## config.mk

```make
export PLATFORM = sky130hd
export DESIGN_NAME = instr_fetch
export DESIGN_NICKNAME = d
export VERILOG_FILES = /design/src/rtl/instr_fetch.sv
export SDC_FILE = /design/constraint.sdc
export NUM_CORES = 1
export LEC_CHECK = 0
export CAP_MARGIN = 20
export CORE_MARGIN = 2
export CORE_UTILIZATION = 33
export DETAILED_ROUTE_END_ITERATION = 10
export PLACE_DENSITY = 0.67
export SKIP_LAST_GASP = 1
export SLEW_MARGIN = 30
export SYNTH_ARGS = -nofsm -noshare
export SYNTH_HDL_FRONTEND = slang
export SYNTH_SLANG_ARGS = --single-unit
```

## constraint.sdc

```tcl
create_clock -name clk -period 4.81 [get_ports clk]
set_clock_uncertainty 0.1 [all_clocks]
set_input_delay 0.481 -clock clk [delete_from_list [all_inputs] [get_ports clk]]
set_output_delay 0.481 -clock clk [all_outputs]
set_load 0.03 [all_outputs]
```

## src/rtl/instr_fetch.sv

```systemverilog
// Instruction fetch stage: fetches the word at pc over a req/ack handshake, latches it into ir
// and drives the next-PC load value. Define IFETCH_TIMEOUT_EN to add the ack watchdog.
module instr_fetch #(
    parameter int unsigned ADDR_W  = 32,
    parameter int unsigned DATA_W  = 32,
    parameter int unsigned TIMEOUT = 15
) (
    input  logic              clk,
    input  logic              reset,
    input  logic [ADDR_W-1:0] pc,
    input  logic              start,
    output logic              imem_req,
    output logic [ADDR_W-1:0] imem_addr,
    input  logic              imem_ack,
    input  logic [DATA_W-1:0] imem_rdata,
    output logic [DATA_W-1:0] ir,
    output logic              ir_valid,
    input  logic              ir_consume,
    input  logic              redirect,
    input  logic [ADDR_W-1:0] redirect_addr,
    output logic [ADDR_W-1:0] npc,
    output logic              pc_w,
    output logic              busy,
    output logic              fault
);

    localparam logic [1:0] StIdle  = 2'd0;
    localparam logic [1:0] StReq   = 2'd1;
    localparam logic [1:0] StValid = 2'd2;
    localparam logic [1:0] StFault = 2'd3;

    logic [1:0]        state_q, state_d;
    logic              req_q, req_d;
    logic [ADDR_W-1:0] addr_q, addr_d;
    logic [DATA_W-1:0] ir_q, ir_d;
    logic              ir_valid_q, ir_valid_d;
    logic [ADDR_W-1:0] npc_q, npc_d;
    logic              pc_w_q, pc_w_d;
    logic              busy_q, busy_d;
    logic              fault_q, fault_d;
    logic              pend_q, pend_d;
    logic [ADDR_W-1:0] pend_addr_q, pend_addr_d;

`ifdef IFETCH_TIMEOUT_EN
    localparam int unsigned CntW = (TIMEOUT > 1) ? $clog2(TIMEOUT + 1) : 1;
    localparam logic [CntW-1:0] CntLast = CntW'(TIMEOUT - 1);

    logic [CntW-1:0] cnt_q, cnt_d;
`else
    logic unused_timeout;
    assign unused_timeout = (TIMEOUT != 0);
`endif

    always_comb begin
        state_d     = state_q;
        req_d       = req_q;
        addr_d      = addr_q;
        ir_d        = ir_q;
        ir_valid_d  = ir_valid_q;
        npc_d       = npc_q;
        pc_w_d      = 1'b0;
        fault_d     = fault_q;
        pend_d      = pend_q;
        pend_addr_d = pend_addr_q;
`ifdef IFETCH_TIMEOUT_EN
        cnt_d       = cnt_q;
`endif

        unique case (state_q)
            StIdle: begin
                // A redirect outranks a simultaneous start; the start is dropped.
                if (redirect) begin
                    npc_d  = redirect_addr;
                    pc_w_d = 1'b1;
                end else if (start) begin
                    if (pc[1:0] != 2'b00) begin
                        state_d = StFault;
                        fault_d = 1'b1;
                    end else begin
                        state_d = StReq;
                        req_d   = 1'b1;
                        addr_d  = pc;
`ifdef IFETCH_TIMEOUT_EN
                        cnt_d   = '0;
`endif
                    end
                end
            end

            StReq: begin
                if (imem_ack) begin
                    req_d  = 1'b0;
                    pc_w_d = 1'b1;
                    // A redirect on the ack edge also squashes the returning word.
                    if (pend_q || redirect) begin
                        npc_d   = redirect ? redirect_addr : pend_addr_q;
                        pend_d  = 1'b0;
                        state_d = StIdle;
                    end else begin
                        ir_d       = imem_rdata;
                        ir_valid_d = 1'b1;
                        npc_d      = addr_q + ADDR_W'(4);
                        state_d    = StValid;
                    end
                end else begin
                    if (redirect) begin
                        pend_d      = 1'b1;
                        pend_addr_d = redirect_addr;
                    end
`ifdef IFETCH_TIMEOUT_EN
                    if (cnt_q == CntLast) begin
                        state_d = StFault;
                        fault_d = 1'b1;
                        req_d   = 1'b0;
                        pend_d  = 1'b0;
                    end else begin
                        cnt_d = cnt_q + 1'b1;
                    end
`endif
                end
            end

            StValid: begin
                if (redirect) begin
                    npc_d  = redirect_addr;
                    pc_w_d = 1'b1;
                end
                if (ir_consume) begin
                    ir_valid_d = 1'b0;
                    state_d    = StIdle;
                end
            end

            StFault: begin
                req_d   = 1'b0;
                fault_d = 1'b1;
            end

            default: state_d = StIdle;
        endcase

        busy_d = (state_d == StReq);
    end

    always_ff @(posedge clk or posedge reset) begin
        if (reset) begin
            state_q     <= StIdle;
            req_q       <= 1'b0;
            addr_q      <= '0;
            ir_q        <= '0;
            ir_valid_q  <= 1'b0;
            npc_q       <= ADDR_W'(4);
            pc_w_q      <= 1'b0;
            busy_q      <= 1'b0;
            fault_q     <= 1'b0;
            pend_q      <= 1'b0;
            pend_addr_q <= '0;
`ifdef IFETCH_TIMEOUT_EN
            cnt_q       <= '0;
`endif
        end else begin
            state_q     <= state_d;
            req_q       <= req_d;
            addr_q      <= addr_d;
            ir_q        <= ir_d;
            ir_valid_q  <= ir_valid_d;
            npc_q       <= npc_d;
            pc_w_q      <= pc_w_d;
            busy_q      <= busy_d;
            fault_q     <= fault_d;
            pend_q      <= pend_d;
            pend_addr_q <= pend_addr_d;
`ifdef IFETCH_TIMEOUT_EN
            cnt_q       <= cnt_d;
`endif
        end
    end

    assign imem_req  = req_q;
    assign imem_addr = addr_q;
    assign ir        = ir_q;
    assign ir_valid  = ir_valid_q;
    assign npc       = npc_q;
    assign pc_w      = pc_w_q;
    assign busy      = busy_q;
    assign fault     = fault_q;

endmodule

```

* Word-level counts from Yosys, hierarchy flattened
Cells that the tools add are included.
** Operators by class
- Add/subtract/negate cells :: 1
- Equality and inequality tests :: 13
- Mux-type cells :: 31
- Bitwise logic cells :: 4
- Reductions and logical operators :: 17
** Operators with widths (number)
- $mux W32 :: 4
- $pmux W32 S2 :: 1
- $add A32 B3 Y32 const B :: 1
- $mux W1 :: 15
- $ne A2 B2 Y1 const B :: 7
- $mux W2 :: 6
- $reduce_and A4 Y1 :: 3
- $reduce_bool A2 Y1 :: 5
- $reduce_and A3 Y1 :: 3
- $pmux W1 S2 :: 3
- $pmux W2 S3 :: 1
- $reduce_and A5 Y1 :: 1
- $eq A2 B1 Y1 const B :: 2
- $eq A2 B2 Y1 const B :: 2
- $ne A2 B1 Y1 const B :: 2
- $not A1 Y1 :: 4
- $pmux W1 S3 :: 1
- $reduce_bool A3 Y1 :: 1
- $logic_not A2 Y1 :: 1
- $reduce_and A2 Y1 :: 1
- $reduce_or A2 Y1 :: 1
- $logic_or A1 B1 Y1 :: 1
** Word-level totals
- Register bits :: 136
- Input port bits :: 102
- Output and inout bits :: 101
- Word-level logic and storage cells :: 77

* Logic depth before layout (Yosys ltp)
- Word-level depth :: 6
- Depth in mapped cells :: 8
- Gate-level depth less buffers :: 6

* Least setup slack after synthesis
No wires, ideal clock.
- Path type :: reg-to-reg
- From :: register addr_q[7] (netlist: imem_addr[7])
- To :: register npc_q[23] (netlist: npc[23])
- Setup time :: 129 ps
- Data arrival time :: 2073 ps
- Data required time :: 4581 ps
- Path slack :: 2508 ps
- Cell stages (with the launch flop) :: 7
- Buffers on the path :: 1
- Period minus slack after synthesis :: 2302 ps
- Cells stage by stage :: dfrtp_1 nand4_4 or4_4 buf_6 o31a_2 o31ai_1 nand3_1
** On the way
- Word-level cells in the longest chain between the ends :: 4
** Ends and longest elaborated chain
- start: declaration :: RTL line 34 : logic [ADDR_W-1:0] addr_q, addr_d;
- start signal: assignment :: RTL line 164 : addr_q <= addr_d;
- $add A32 B3 Y32 :: RTL line 102 : npc_d = addr_q + ADDR_W'(4);
- $mux W32 :: RTL line 95 : if (pend_q || redirect) begin
- $mux W32 :: RTL line 91 : if (imem_ack) begin
- $pmux W32 S2 :: RTL line 69 : unique case (state_q)
- end signal: assignment :: RTL line 167 : npc_q <= npc_d;
- end: declaration :: RTL line 37 : logic [ADDR_W-1:0] npc_q, npc_d;
Every way passes these cells. The select of a mux whose other input is x is not followed.
A chain may end at the register's enable or synchronous reset.

* Worst setup path in the final report
- From :: input port redirect
- To :: register addr_q[29] (netlist: imem_addr[29])
** On the way
- Word-level cells in the longest chain between the ends :: 2
** Ends and longest elaborated chain
- start: declaration :: RTL line 19 : input logic redirect,
- $not A1 Y1 (no source line)
- $reduce_and A4 Y1 (no source line)
Every way passes these cells.

==> metrics.md <==
| Metric | Value |
|---|---|
| Run status | finished, final reports clean |
| Final wirelength | 18.92 mm |
| Peak VDD IR | between 0.0003 and 0.0004 V |
| IO Port Bufs | between 200 and 250 |
| Critical Path RT | approximately 5 ns |
| Max_slew headroom | between 40% and 50% |
| Clock Latency Late Sink | ~0.42 ns |
| Fillers | roughly 1700 |
| Final Setup Violations | 0 |
| Height of the die | 143.1 µm |
| Worst Hold Class | primary input to async pin |
| Met3 GRT Util | 4.393% |
| Fin nets | a little over 900 |
| GRT Max-Usage Layer | met2 |
| Most frequent cells in the layout | clkdlybuf4s50_1, dfrtp_1, nand2_1, mux2_2, o21ai_0 |
| GRT met1 Usage | 25.63% |
| Startpoint types | primary input |
| DR pass1 iterations | 4 |
| Netlist cell types | between 50 and 60 |
| Unrepaired setup endpoints after global routing | no |
| Worst-Margin Slew | approximately 0.75 ns |
| HPWL after DPL | between 10 and 15 mm |
| PostCTS Resize Cnt | 0 |
| Initial antenna violation count | 0 |
| Inserted Clock Buffers | 17 |
| Most common cell after layout, fill and taps aside | clkdlybuf4s50_1 |
| Synth Cell Area | around 0.0064 mm² |
| Largest net degree at the start of global routing | 50 |
| CTS tree | yes |
| Total clock sinks | between 100 and 150 |
| Initial core utilization | between 30% and 40% |
| GP Congestion | roughly 0.8 |
| Share of layout cells above drive strength 1 | between 10% and 20% |
| Worst setup EP type | flip-flop |
| Clock Pin Slew Worst Setup and Hold Paths | 0.06 ns |
| Yosys warning count | 0 |
| # rows | 50 |
| Total Power | between 6 and 7 mW |
| Drt drc | 0 |
| Max Transition Viols Final | 0 |
| CP arrival | ~3 ns |
| Antenna-violating nets left | 0 |
| Final Hold Vio Count | 0 |
| Total number of H-tree levels | 4 |
| I/O pins | around 200 |
| DIE AREA | 0.02046 mm² |
| Leak | slightly below 4 nW |
| Critical path class | primary input to flip-flop |
| Remaining global-route overflow | 0 |
| Post-synth ARST share | 100.0% |
| Tcrit/Tclk final | approximately three fifths |
| Fmax | around 0.35 GHz |
| Dpl cell area | ~0.0087 mm² |
| PD cells | slightly below 700 mW/mm² |
| First-pass GRT wire length | a little under 30 mm |
| Layout area overhead | 45.88% |
| Cell area after layout | 0.009309 mm² |
| Total global-route track usage | 18.81% |
| Initial DRC count | 270 |
| Post-synth top flop | dfrtp_1 |
| Core box area | roughly 0.019 mm² |
| Post-CTS Setup Repair Bufs | 0 |
| Vias/cell | between 4 and 5 |
| CP max FO | 33 |
| CTS max path bufs | 2 |
| Setup TNS | 0 ns |
| # hold bufs at CTS | 0 |
| Via Count | between 5000 and 6000 |
| Met2 usage | between 20% and 30% |
| Synth Register Bits | about 140 |
| Die X | 143.1 µm |
| Mean Syn Cell Area | between 10 and 15 µm² |
| Max-cap check violation count | 0 |
| Syn Inst Count | ~600 |
| Sequential area share after synthesis | between 50% and 60% |
| Root buffer cell | clkbuf_16 |
| Wire per inst | roughly 17 µm |
| Mapped Nets | slightly above 700 |
| Vias in the first global route | 5232 |
| Post-layout min period | around 2.9 ns |
| Number of synthesized flops with an enable pin | 0 |
[logic make-up after synthesis]
| group | after synthesis | share of synthesized area, % |
|---|---|---|
| flip-flops | 136 | 53.35 |
| buffers and inverters | 45 | 3.373 |
| AO/OA/AOI/OAI | 100 | 9.941 |
| AND/OR/NAND/NOR | 239 | 17.78 |
| XOR/XNOR | 23 | 3.157 |
| adder cells (fa/ha/maj) | 1 | 0.1960 |
| multiplexers | 70 | 12.20 |
[cell usage after synthesis (all sizes together), types with 4 or more instances]
cell | number | area (µm²)
dfrtp | 135 | 3378
and3 | 7 | 43.79
buf | 8 | 56.30
inv | 8 | 30.03
a21oi | 19 | 95.09
o211ai | 4 | 30.03
nor2 | 36 | 137.6
clkbuf | 29 | 128.9
nor3 | 6 | 30.03
o21ai | 42 | 210.2
nand2 | 130 | 488.0
a22oi | 6 | 45.04
xor2 | 11 | 96.34
nand4 | 6 | 52.55
mux2i | 8 | 80.08
nand3b | 9 | 67.56
nand3 | 14 | 70.07
a221oi | 8 | 88.83
mux2 | 62 | 698.2
nor4 | 9 | 77.57
nor2b | 5 | 31.28
a31oi | 6 | 37.54
xnor2 | 12 | 105.1
[power breakdown]
group / total (mW) / leakage, nW / switching (mW) / internal, mW
sequential: 2.17 / 1.65 / 0.484 / 1.69
combinational: 2.97 / 1.96 / 1.65 / 1.31
clock: 1.31 / 0.281 / 0.505 / 0.803
total: 6.45 / 3.89 / 2.64 / 3.80
[stage by stage]
stage | hold slack, ns | worst slack, ns | utilization, % | instances
6_report | 0.3394 | 1.960 | 49.44 | 1085
3_3_place_gp | 0.3567 | 1.574 | 45.92 | 1050
4_1_cts | 0.3486 | 2.010 | 49.36 | 1084
3_5_place_dp | 0.3613 | 1.565 | 46.21 | 1052
5_1_grt | 0.3674 | 1.825 | 49.42 | 1084
2_1_floorplan | 0.3714 | 0.5912 | - | 614
[area by class of cell]
type | instances | area (µm²) | area share, %
clock buffers | 21 | 470.5 | 5.054
clock inverters | 11 | 122.6 | 1.317
well taps | 260 | 325.3 | 3.495
repair buffers | 215 | 2160 | 23.20
flip-flops and latches | 136 | 3405 | 36.57
inverters | 8 | 35.03 | 0.3763
multi-input cells | 433 | 2789 | 29.96
diodes | 1 | 2.502 | 0.02688
[layer usage]
layer | vias to the layer above | part of all wire [%]
met5 | - | 0
met4 | 0 | 2.2
met3 | 24 | 5.6
met2 | 157 | 48
met1 | 2583 | 44
li1 | 2537 | -
[worst max-delay path: stages]
cell and delay [ns]:
clkdlybuf4s50_1 0.95, inv_1 0.43, nand3b_1 0.22, nor2_1 0.07, nand2_1 0.08, buf_4 0.40, mux2_2 0.39
[registers in the layout, summed over array words and instances (netlist names)]
signal and flops:
pend_q 1, busy 1, imem_addr 32, ir_valid 1, state_q 2, npc 32, ir 32, pend_addr_q 32
imem_req 1, fault 1, pc_w 1
[worst paths after layout]
path                                          startpoint                        end  slack (ns)  cells past startpoint
worst max-delay path                            redirect  imem_addr[29]$_DFFE_PP0P_        1.96                      7
worst min-delay path                               reset         ir[24]$_DFFE_PP0P_        0.34                      2
worst max register to register  imem_addr[2]$_DFFE_PP0P_        npc[18]$_DFFE_PP0P_        2.28                      6
worst min register to register        ir[31]$_DFFE_PP0P_         ir[31]$_DFFE_PP0P_        0.37                      2
max in group asynchronous                          reset        npc[23]$_DFFE_PP0P_        3.26                      3
min in group clk                      ir[31]$_DFFE_PP0P_         ir[31]$_DFFE_PP0P_        0.37                      2
Note: power is estimated with default switching activity, not from simulation.
